### config.mk
export PLATFORM = sky130hd
export DESIGN_NAME = instruction_prefetch_queue
export DESIGN_NICKNAME = d
export VERILOG_FILES = /design/src/rtl/instruction_prefetch_queue.sv
export SDC_FILE = /design/constraint.sdc
export NUM_CORES = 1
export LEC_CHECK = 0
export BUFFER_PORTS_ARGS = -buffer_cell sky130_fd_sc_hd__buf_2
export CORE_ASPECT_RATIO = 1.25
export CORE_MARGIN = 5
export CORE_UTILIZATION = 53
export DETAILED_ROUTE_END_ITERATION = 10
export PLACE_DENSITY_LB_ADDON = 0.25
export SKIP_CTS_REPAIR_TIMING = 1
export SYNTH_ARGS = -nofsm -noshare
export SYNTH_HDL_FRONTEND = slang
export SYNTH_SLANG_ARGS = --single-unit
### constraint.sdc
create_clock -name clock -period 1.9 [get_ports clock]
set_input_delay 0.095 -clock clock [delete_from_list [all_inputs] [get_ports clock]]
set_output_delay 0.095 -clock clock [all_outputs]
set_load 0.03 [all_outputs]
### src/rtl/instruction_prefetch_queue.sv
// Sequential instruction fetch front end: one outstanding memory request,
// fetched words buffered with PC+4 in a small FIFO ahead of IF/ID.
module instruction_prefetch_queue #(
  parameter int          DEPTH    = 4,
  parameter logic [31:0] RESET_PC = 32'h0000_0000
) (
  input  logic                   clock,
  input  logic                   reset,
  output logic                   imem_req,
  output logic [31:0]            imem_addr,
  input  logic                   imem_ack,
  input  logic [31:0]            imem_rdata,
  input  logic                   redirect,
  input  logic [31:0]            redirect_pc,
  output logic                   out_valid,
  output logic [31:0]            out_instruction,
  output logic [31:0]            out_pc_plus_four,
  input  logic                   out_ready,
  output logic [$clog2(DEPTH):0] occupancy,
  output logic                   state_dbg
);
  localparam int PW = $clog2(DEPTH);
  localparam int CW = PW + 1;
  localparam logic [CW-1:0] FULL = CW'(DEPTH);

  // Handshakes: a memory transfer happens on a rising edge with
  // imem_req && imem_ack, and imem_req/imem_addr never change while waiting;
  // a head entry is consumed on a rising edge with out_valid && out_ready.
  typedef enum logic { S_FETCH = 1'b0, S_DISCARD = 1'b1 } state_t;

  state_t        state_q, state_d;
  logic [31:0]   fetch_pc, target_q, redirect_target;
  logic          req_q;
  logic [CW-1:0] count_q, count_d;
  logic [PW-1:0] wr_ptr, rd_ptr;
  logic [31:0]   mem_instr [DEPTH];
  logic [31:0]   mem_pc4   [DEPTH];
  logic          xfer, push, pop;
  logic          latch_target, pc_from_redirect, pc_from_target;

  assign redirect_target = redirect_pc & 32'hFFFF_FFFC;

  always_ff @(posedge clock or negedge reset) begin
    if (!reset) state_q <= S_FETCH;
    else        state_q <= state_d;
  end

  // DISCARD means the in-flight word belongs to a path that was redirected away.
  always_comb begin
    state_d = state_q;
    case (state_q)
      S_FETCH:   if (redirect && req_q && !imem_ack) state_d = S_DISCARD;
      S_DISCARD: if (imem_ack) state_d = S_FETCH;
    endcase
  end

  always_comb begin
    xfer             = req_q && imem_ack;
    pop              = out_valid && out_ready && !redirect;
    push             = 1'b0;
    latch_target     = 1'b0;
    pc_from_redirect = 1'b0;
    pc_from_target   = 1'b0;
    case (state_q)
      S_FETCH: begin
        push             = xfer && !redirect;
        pc_from_redirect = redirect && (!req_q || imem_ack);
        latch_target     = redirect && req_q && !imem_ack;
      end
      S_DISCARD: begin
        pc_from_redirect = redirect && xfer;
        pc_from_target   = !redirect && xfer;
        latch_target     = redirect && !xfer;
      end
    endcase
  end

  always_comb begin
    count_d = count_q;
    if (redirect)          count_d = '0;
    else if (push && !pop) count_d = count_q + CW'(1);
    else if (pop && !push) count_d = count_q - CW'(1);
  end

  // Space is checked only when (re)arming the request, so an armed request
  // always has a free slot to land in.
  always_ff @(posedge clock or negedge reset) begin
    if (!reset) begin
      fetch_pc <= RESET_PC;
      target_q <= '0;
      req_q    <= 1'b0;
      count_q  <= '0;
      wr_ptr   <= '0;
      rd_ptr   <= '0;
    end else begin
      count_q <= count_d;
      if (!req_q || xfer) req_q <= (count_d < FULL);
      if (pc_from_redirect)    fetch_pc <= redirect_target;
      else if (pc_from_target) fetch_pc <= target_q;
      else if (push)           fetch_pc <= fetch_pc + 32'd4;
      if (latch_target) target_q <= redirect_target;
      if (redirect) begin
        wr_ptr <= '0;
        rd_ptr <= '0;
      end else begin
        if (push) wr_ptr <= wr_ptr + PW'(1);
        if (pop)  rd_ptr <= rd_ptr + PW'(1);
      end
    end
  end

  always_ff @(posedge clock or negedge reset) begin
    if (!reset) begin
      for (int i = 0; i < DEPTH; i++) begin
        mem_instr[i] <= '0;
        mem_pc4[i]   <= '0;
      end
    end else if (push) begin
      mem_instr[wr_ptr] <= imem_rdata;
      mem_pc4[wr_ptr]   <= fetch_pc + 32'd4;
    end
  end

  assign imem_req         = req_q;
  assign imem_addr        = fetch_pc;
  assign out_valid        = (count_q != '0);
  assign out_instruction  = mem_instr[rd_ptr];
  assign out_pc_plus_four = mem_pc4[rd_ptr];
  assign occupancy        = count_q;
  assign state_dbg        = (state_q == S_DISCARD);
endmodule

Word-level counts from Yosys, hierarchy flattened:

Index checks and enable logic that the tools add are counted.

* bits in registers: 327
* bits of input ports: 69
* output and inout port bits: 102
* logic and storage cells: 78

* add/sub/neg operators: 5
* $lt $le $gt $ge: 4
* muxes and demuxes: 27
* bitwise operators: 3
* reduce and logical (&&, ||, !) cells: 24

Operator list (number)
* 128-bit bitwise mux: 2
* 32-bit two-way mux: 8
* 32-bit binary-select mux with 2-bit select: 2
* 32-bit demux with 2-bit select: 1
* 32-bit by 3-bit adder with 32-bit output, second input constant: 1
* 1-bit logical AND: 12
* 3-bit two-way mux: 3
* 2-bit two-way mux: 4
* 3-bit >= comparator, second input constant: 2
* 1-bit zero test: 6
* 2-bit NOT with 3-bit output: 2
* 1-bit one-hot mux with 2 select lines: 3
* 3-bit nonzero test: 2
* 2-bit by 1-bit adder with 2-bit output, second input constant: 2
* 1-bit two-way mux: 4
* 2-bit nonzero test: 2
* 3-bit by 1-bit adder with 3-bit output, second input constant: 1
* 3-bit by 1-bit less-than comparator with 1-bit output, second input constant: 1
* 3-bit less-than comparator, second input constant: 1
* 3-bit by 1-bit subtractor with 3-bit output, second input constant: 1
* 1-bit logical OR: 2
* 1-bit NOT: 1

Depth between registers and ports, before layout:

Gate-level depths: netlist (run 1).

* depth after elaboration: 9
* mapped depth: 7
* depth with buffers taken out: 7

Worst setup path before layout (run 1):

No wires, ideal clock.

* path kind: flip-flop to flip-flop
* start point: register fetch_pc[4], in the netlist imem_addr[4]
* end point: register mem_pc4[61] (netlist bit)
* setup time: 132 ps
* data arrival time: 1893 ps
* required time: 1768 ps
* slack: -125 ps
* cell stages (with the launch flop): 7
* path buffers: 1
* clock period less this slack: 2025 ps
* cell sequence: dfrtp_1 -> buf_2 -> nand3_1 -> nor4_4 -> nand4_1 -> xor2_1 -> o21ai_1

* longest elaborated chain between the ends: 2

Ends and longest elaborated chain
* from (decl): line 32 `logic [31:0] fetch_pc, target_q, redirect_target;`
* from (signal assigned): line 98 `if (pc_from_redirect) fetch_pc <= redirect_target;`
* from (signal assigned): line 99 `else if (pc_from_target) fetch_pc <= target_q;`
* from (signal assigned): line 100 `else if (push) fetch_pc <= fetch_pc + 32'd4;`
* 32-bit by 3-bit adder with 32-bit output: line 120 `mem_pc4[wr_ptr] <= fetch_pc + 32'd4;`
* 128-bit bitwise mux: line 120
* to (signal, indexed assignment): line 120
* to (decl): line 37 `logic [31:0] mem_pc4 [DEPTH];`

No other way between the ends.
A chain may end at the register's enable or synchronous reset.

Final worst setup path (run 1):

* start point: register rd_ptr[0]
* end point: output port out_instruction[11]

* longest elaborated chain between the ends: 4

Ends and longest elaborated chain
* from (decl): line 35 `logic [PW-1:0] wr_ptr, rd_ptr;`
* from (signal assigned): line 107 `if (pop) rd_ptr <= rd_ptr + PW'(1);`
* 2-bit NOT with 3-bit output (not written as such): line 127 `assign out_instruction = mem_instr[rd_ptr];`
* 32-bit binary-select mux with 2-bit select: line 127
* 32-bit two-way mux (not written as such) (2 in series): line 127
* to (decl): line 16 `output logic [31:0] out_instruction,`

No other way between the ends. The select of a mux whose other input is x is not followed.

==> flow_metrics.env, run 1 <==
export IMPL_grt_pass1_vias=9839
export IMPL_start_kind="register"
export IMPL_critPathMaxStageDelay_ns=0.53
export IMPL_fp_row_count=66
export IMPL_period_share_pct=110
export IMPL_cp_num_buf_inv=3
export IMPL_cp_max_fo=8
export IMPL_synth_top_area_share_pct=56.7
export IMPL_viasPerCell=5.68
export IMPL_skew_ns=0.0165
export IMPL_dr_pass1_iters=7
export IMPL_cts_tree="built"
export IMPL_critical_path_class="reg -> out"
export IMPL_finalCriticalPeriod_ns=2.10
export IMPL_pre_cts_ws_ns=0.0928
export IMPL_cts_max_path_buffers=3
export IMPL_p_per_area_nw_per_um2=1640
export IMPL_coreArea_um2=26000
export IMPL_yosys_most_used_dff="dfrtp_1"
export IMPL_die_x_um=155
export IMPL_area_growth_pct=29.9
export IMPL_die_area_um2=29700
export IMPL_grt_pass1_wl_mm=53.4
export IMPL_routed_wl_mm=34.3
export IMPL_r2r_end="mem_instr[100]"
export IMPL_slew_viol_final=0
export IMPL_ys_ff_latch=317
export IMPL_power_leakage_nw=8.23
export IMPL_worstPathCellList="buf_12 -> clkbuf_16 -> mux4_2 -> buf_6"
export IMPL_cts_clk_slew_worst_paths_ns=0.06
export IMPL_dr_total_vias=9606
export IMPL_hp_class="in -> async"
export IMPL_slew_headroom_pct=64.6
export IMPL_crit_slowest_cell="mux4_2"
export IMPL_dp_cells=1547
export IMPL_cts_root_buffer_cell="clkbuf_16"
export IMPL_layout_drive_gt1_share_pct=41.0
export IMPL_n_fill_cell=1835
export IMPL_routedWlPerCell_um=20.3
export IMPL_clock_fmax_mhz=477
export IMPL_crit_path_end_kind="output pin"
export IMPL_antenna_found_initial=1
export IMPL_yosys_top_cells_area="dfrtp_1 (57%), mux2_2 (13%), mux4_2 (10%), o21ai_0 (3.9%), nand2_1 (3.4%)"
export IMPL_power_mw=29.8
export IMPL_synth_cell_types=51
export IMPL_status="finished, violations left"
export IMPL_fin_nets=1401
export IMPL_multi_input_area_um2=5800
export IMPL_hold_violations=0
export IMPL_die_h_um=192
export IMPL_drt_initial_drc_count=503
export IMPL_gr_total_overflow=0
export IMPL_fin_hold_ws_ns=0.153
export IMPL_cts_buffers=34
export IMPL_crit_required_ns=1.80
export IMPL_synth_edff_count=0
export IMPL_start_util_pct=53.7
export IMPL_ys_warn_count=0
export IMPL_hpwlAfterDp_mm=21.6
export IMPL_io_buffer_count=164
export IMPL_syn_area_um2=14000
export IMPL_synth_top_cell_by_area="dfrtp_1"
export IMPL_setup_viol=62
export IMPL_htreeDepth=2
export IMPL_io_pin_count=171
export IMPL_setup_ws_ns=-0.196
export IMPL_async_flop_share_pct=100
export IMPL_arrival_ns=2.00
export IMPL_place_congestion=0.786
export IMPL_path_delay_family="multiplexers"
export IMPL_synth_cells=1051
export IMPL_cts_sinks=317
export IMPL_clk_latency_ns=0.51
export IMPL_r2r_cells=6
export IMPL_seqCellArea_um2=7950
export IMPL_rsz0062_at_grt="true"
export IMPL_max_cap_violations=0
export IMPL_grt_max_degree=62
export IMPL_synth_yosys_seq_area_share_pct=56.7
export IMPL_reg2reg_slack_ns=0.09
export IMPL_ant_nets=0
export IMPL_drc_errors=0
export IMPL_stdcell_count=1691
export IMPL_grt_usage_pct=22.5
export IMPL_tightest_slew_ns=0.532
export IMPL_violations="setup timing"
export IMPL_peakVddDrop_uv=1100
export IMPL_worstReg2RegStart="imem_req"
export IMPL_syn_area_per_cell_um2=13.3
worst max-delay path by stage:
stage               cells past startpoint  slack, ns                   end          from
floorplan                               6       0.01           mem_pc4[61]  imem_addr[4]
global placement                        7       0.12           mem_pc4[52]  imem_addr[2]
detailed placement                      7       0.09           mem_pc4[84]  imem_addr[2]
CTS                                     3      -0.33  out_pc_plus_four[28]     rd_ptr[0]
global route                            4      -0.26   out_instruction[11]     rd_ptr[0]
finish                                  4      -0.20   out_instruction[11]     rd_ptr[0]
synth_stat cells (2+ instances only):
master      n
maj3_1      2
inv_1       7
and3_1      6
nor3b_1     2
nand3_1    15
o31ai_1     2
and4_1      3
buf_1       2
o21ai_0   110
a21oi_1     3
clkbuf_1   43
ha_1        8
a222oi_1   24
nor2_1     12
mux4_2     62
xnor2_1    13
nor4_1      2
o21ai_1    34
xor2_1     20
mux2_1      4
mux2_2    158
o211ai_1    2
dfrtp_1   317
a22oi_1     5
nor3_4      2
nand2_1   127
nand2_4     4
nand4b_1    2
a21boi_0    2
buf_4       4
nand4_1    10
buf_2      25
final cells by class:
class,count,share of cell area (%)
diodes,1,0.0138
clock buffers,51,5.77
clock inverters,11,0.606
inverters,7,0.145
multi-input cells,655,31.9
flip-flops and latches,317,43.8
well taps,340,2.34
repair buffers,309,15.4
through the flow:
stage / utilization (%) / instance area [um2] / setup TNS [ns]
floorplan: - / 14000 / 0
global placement: 60.5 / 15700 / 0
detailed placement: 60.5 / 15700 / 0
CTS: 65.0 / 16900 / -16.21
global route: 69.8 / 18200 / -12.70
finish: 69.8 / 18200 / -9.09
cells in the final DEF (no fill, tap or decap), types with 4 or more instances in the layout:
cell type      Yosys  final
clkbuf_8           0      7
conb_1             1      4
xor2_2             0      8
clkinv_2           0      7
and3_1             6      6
a22oi_1            5      5
mux2_1             4      4
dlygate4sd3_1      0     66
nand2_1          127    127
dfrtp_2            0      8
buf_6              1     50
buf_12             0     23
a222oi_1          24     24
mux2_2           158    158
o21ai_0          110    107
clkbuf_1          43      7
nand4_1           10     10
inv_1              7      7
buf_4              4     50
nand2_4            4      4
clkbuf_16          0     43
nor2_1            12     12
ha_1               8      8
o21ai_1           34     37
dfrtp_1          317    308
xnor2_1           13     11
xor2_1            20     12
mux4_2            62     62
buf_2             25    112
nand3_1           15     13
per-layer routing:
layer | track usage (%) | wire length, um
met5 | 0 | 0
met4 | 5.56 | 688
met3 | 5.34 | 1930
met2 | 38.3 | 17500
met1 | 29.6 | 14200
power by group:
group | internal [mW] | switching, mW
registers | 9.19 | 1.41
logic | 5.98 | 6.50
clock network | 4.10 | 2.64
flip-flops by register name, indices dropped and copies added, names as in the netlist:
signal / count
imem_addr: 30
imem_req: 1
mem_instr: 128
mem_pc4: 120
occupancy: 3
rd_ptr: 2
state_dbg: 1
target_q: 30
wr_ptr: 2
kinds of logic (layout without fill, tap and decap cells):
logic type                 Yosys count  after routing  synth area share [%]
AOI/OAI and AO/OA                  190            190                  8.05
xor gates and xnor gates            33             33                  2.07
adders and majority gates           10             10                 0.859
buffers and inverters               82            378                  2.59
DFF                                317            317                  56.7
muxes                              224            224                  23.0
other                                1              5                0.0268
and+or+nand+nor                    194            194                  6.63
Note: power is estimated with default switching activity, not from simulation.
==> run 2: changes to the inputs <==
--- a/config.mk
+++ b/config.mk
@@ -5,11 +5,11 @@
 export SDC_FILE = /design/constraint.sdc
 export NUM_CORES = 1
 export LEC_CHECK = 0
-export BUFFER_PORTS_ARGS = -buffer_cell sky130_fd_sc_hd__buf_2
 export CORE_ASPECT_RATIO = 1.25
 export CORE_MARGIN = 5
-export CORE_UTILIZATION = 53
+export CORE_UTILIZATION = 55
 export DETAILED_ROUTE_END_ITERATION = 10
+export DONT_BUFFER_PORTS = 1
 export PLACE_DENSITY_LB_ADDON = 0.25
 export SKIP_CTS_REPAIR_TIMING = 1
 export SYNTH_ARGS = -nofsm -noshare
==> flow_metrics.env, run 2 (synthesis results as in run 1) <==
export IMPL_slew_viol_final=0
export IMPL_critPathMaxStageDelay_ns=0.63
export IMPL_crit_required_ns=1.80
export IMPL_ant_nets=0
export IMPL_cts_sinks=317
export IMPL_arrival_ns=1.99
export IMPL_cts_buffers=34
export IMPL_htreeDepth=2
export IMPL_die_area_um2=28700
export IMPL_status="finished, violations left"
export IMPL_hp_class="in -> async"
export IMPL_worstPathCellList="clkbuf_16 -> buf_12 -> mux4_2"
export IMPL_fin_area_um2=17100
export IMPL_antenna_found_initial=1
export IMPL_largest_register_ffs=128
export IMPL_grt_max_degree=318
export IMPL_place_congestion=0.788
export IMPL_seqCellArea_um2=7950
export IMPL_clk_latency_ns=0.51
export IMPL_io_buffer_count=0
export IMPL_area_growth_pct=22.1
export IMPL_start_kind="register"
export IMPL_multi_input_area_um2=5800
export IMPL_grt_pass1_wl_mm=51.8
export IMPL_regMostFlops="mem_instr"
export IMPL_period_share_pct=110
export IMPL_fin_hold_ws_ns=-0.710
export IMPL_die_h_um=188
export IMPL_r2r_cells=6
export IMPL_io_pin_count=171
export IMPL_cts_clk_slew_worst_paths_ns=0.06
export IMPL_reg2reg_slack_ns=0.09
export IMPL_crit_path_end_kind="output pin"
export IMPL_skew_ns=0.0134
export IMPL_finalCriticalPeriod_ns=2.09
export IMPL_max_cap_violations=0
export IMPL_die_x_um=153
export IMPL_fin_nets=1247
export IMPL_tightest_slew_ns=1.07
export IMPL_drt_initial_drc_count=563
export IMPL_final_core_util_pct=67.9
export IMPL_violations="hold timing, setup timing"
export IMPL_final_common_cell="dfrtp_1"
export IMPL_hold_violations=317
export IMPL_start_util_pct=55.6
export IMPL_cts_max_path_buffers=3
export IMPL_rsz0062_at_grt="true"
export IMPL_crit_slowest_cell="mux4_2"
export IMPL_dr_pass1_iters=9
export IMPL_reg_top3="mem_instr x128, mem_pc4 x120"
export IMPL_r2r_end="mem_instr[3]"
export IMPL_routed_wl_mm=33.1
export IMPL_clock_fmax_mhz=479
export IMPL_peakVddDrop_uv=1070
export IMPL_cts_tree="built"
export IMPL_worstReg2RegStart="imem_req"
export IMPL_layout_drive_gt1_share_pct=33.2
export IMPL_cts_root_buffer_cell="clkbuf_16"
export IMPL_cp_max_fo=8
export IMPL_fp_row_count=65
export IMPL_dr_total_vias=9007
export IMPL_power_leakage_nw=7.50
export IMPL_gr_total_overflow=0
export IMPL_p_per_area_nw_per_um2=1640
export IMPL_viasPerCell=5.88
export IMPL_setup_ws_ns=-0.187
export IMPL_routedWlPerCell_um=21.6
export IMPL_grt_pass1_vias=9333
export IMPL_hpwlAfterDp_mm=20.1
export IMPL_grt_usage_pct=22.3
export IMPL_n_fill_cell=1754
export IMPL_layout_common_cells="dfrtp_1 (310), mux2_2 (158), nand2_1 (127)"
export IMPL_drc_errors=0
export IMPL_slew_headroom_pct=29.0
export IMPL_critical_path_class="reg -> out"
export IMPL_setup_viol=62
export IMPL_placed_cell_area_um2=14900
export IMPL_coreArea_um2=25100
[run 2: cell count changes in the layout (fill, tap and decap cells not counted), sizes merged]
cell,before,now
clkinv,7,5
bufinv,2,3
clkinvlp,2,3
buf,237,85
clkbuf,57,55
[run 2: cell type report]
type	count	area share [%]
Inverter	7	0.154
Tap cell	335	2.45
Clock inverter	11	0.828
Multi-Input combinational cell	655	34.0
Antenna cell	1	0.0147
Timing Repair Buffer	155	9.83
Clock buffer	51	6.20
Sequential cell	317	46.5
[run 2: power breakdown]
| part | switching (mW) | internal, mW |
|---|---|---|
| sequential | 1.36 | 9.19 |
| clock | 2.66 | 4.27 |
| combinational | 5.98 | 4.49 |
[run 2: per-layer routing]
metal | vias to the layer above | track usage (%) | share of wire (%)
li1 | 4089 | - | -
met1 | 4612 | 27.8 | 40
met2 | 253 | 37.4 | 51
met3 | 53 | 7.21 | 6.8
met4 | 0 | 6.79 | 2.4
met5 | - | 0 | 0
[run 2: how the worst max path moves through the flow]
stage / cells after the start / slack (ns) / startpoint / endpoint
after floorplan: 6 / 0.01 / imem_addr[4] / mem_pc4[61]
after global placement: 7 / 0.14 / imem_addr[3] / mem_pc4[62]
after detailed placement: 6 / 0.07 / imem_req / imem_addr[21]
after CTS: 2 / -0.23 / rd_ptr[0] / out_pc_plus_four[31]
after global routing: 3 / -0.23 / rd_ptr[0] / out_pc_plus_four[18]
final: 3 / -0.19 / rd_ptr[0] / out_pc_plus_four[12]
[run 2: stage by stage]
| stage | setup TNS [ns] | hold slack [ns] | setup WS [ns] | cells | power [mW] |
|---|---|---|---|---|---|
| after floorplan | 0 | -0.201 | 0.0108 | 1054 | 17.9 |
| after global placement | 0 | -0.191 | 0.139 | 1387 | 20.1 |
| after detailed placement | 0 | -0.191 | 0.0701 | 1387 | 20.4 |
| after CTS | -9.40 | -0.726 | -0.227 | 1449 | 27.4 |
| after global routing | -10.73 | -0.731 | -0.228 | 1532 | 29.5 |
| final | -8.11 | -0.710 | -0.187 | 1532 | 28.0 |
[run 2: worst max-delay path, delay by kind of cell (launching register included)]
| family | cells | cell delay (ns) |
|---|---|---|
| flip-flops | 1 | 0.52 |
| multiplexers | 1 | 0.63 |
| buffers and inverters | 2 | 0.33 |
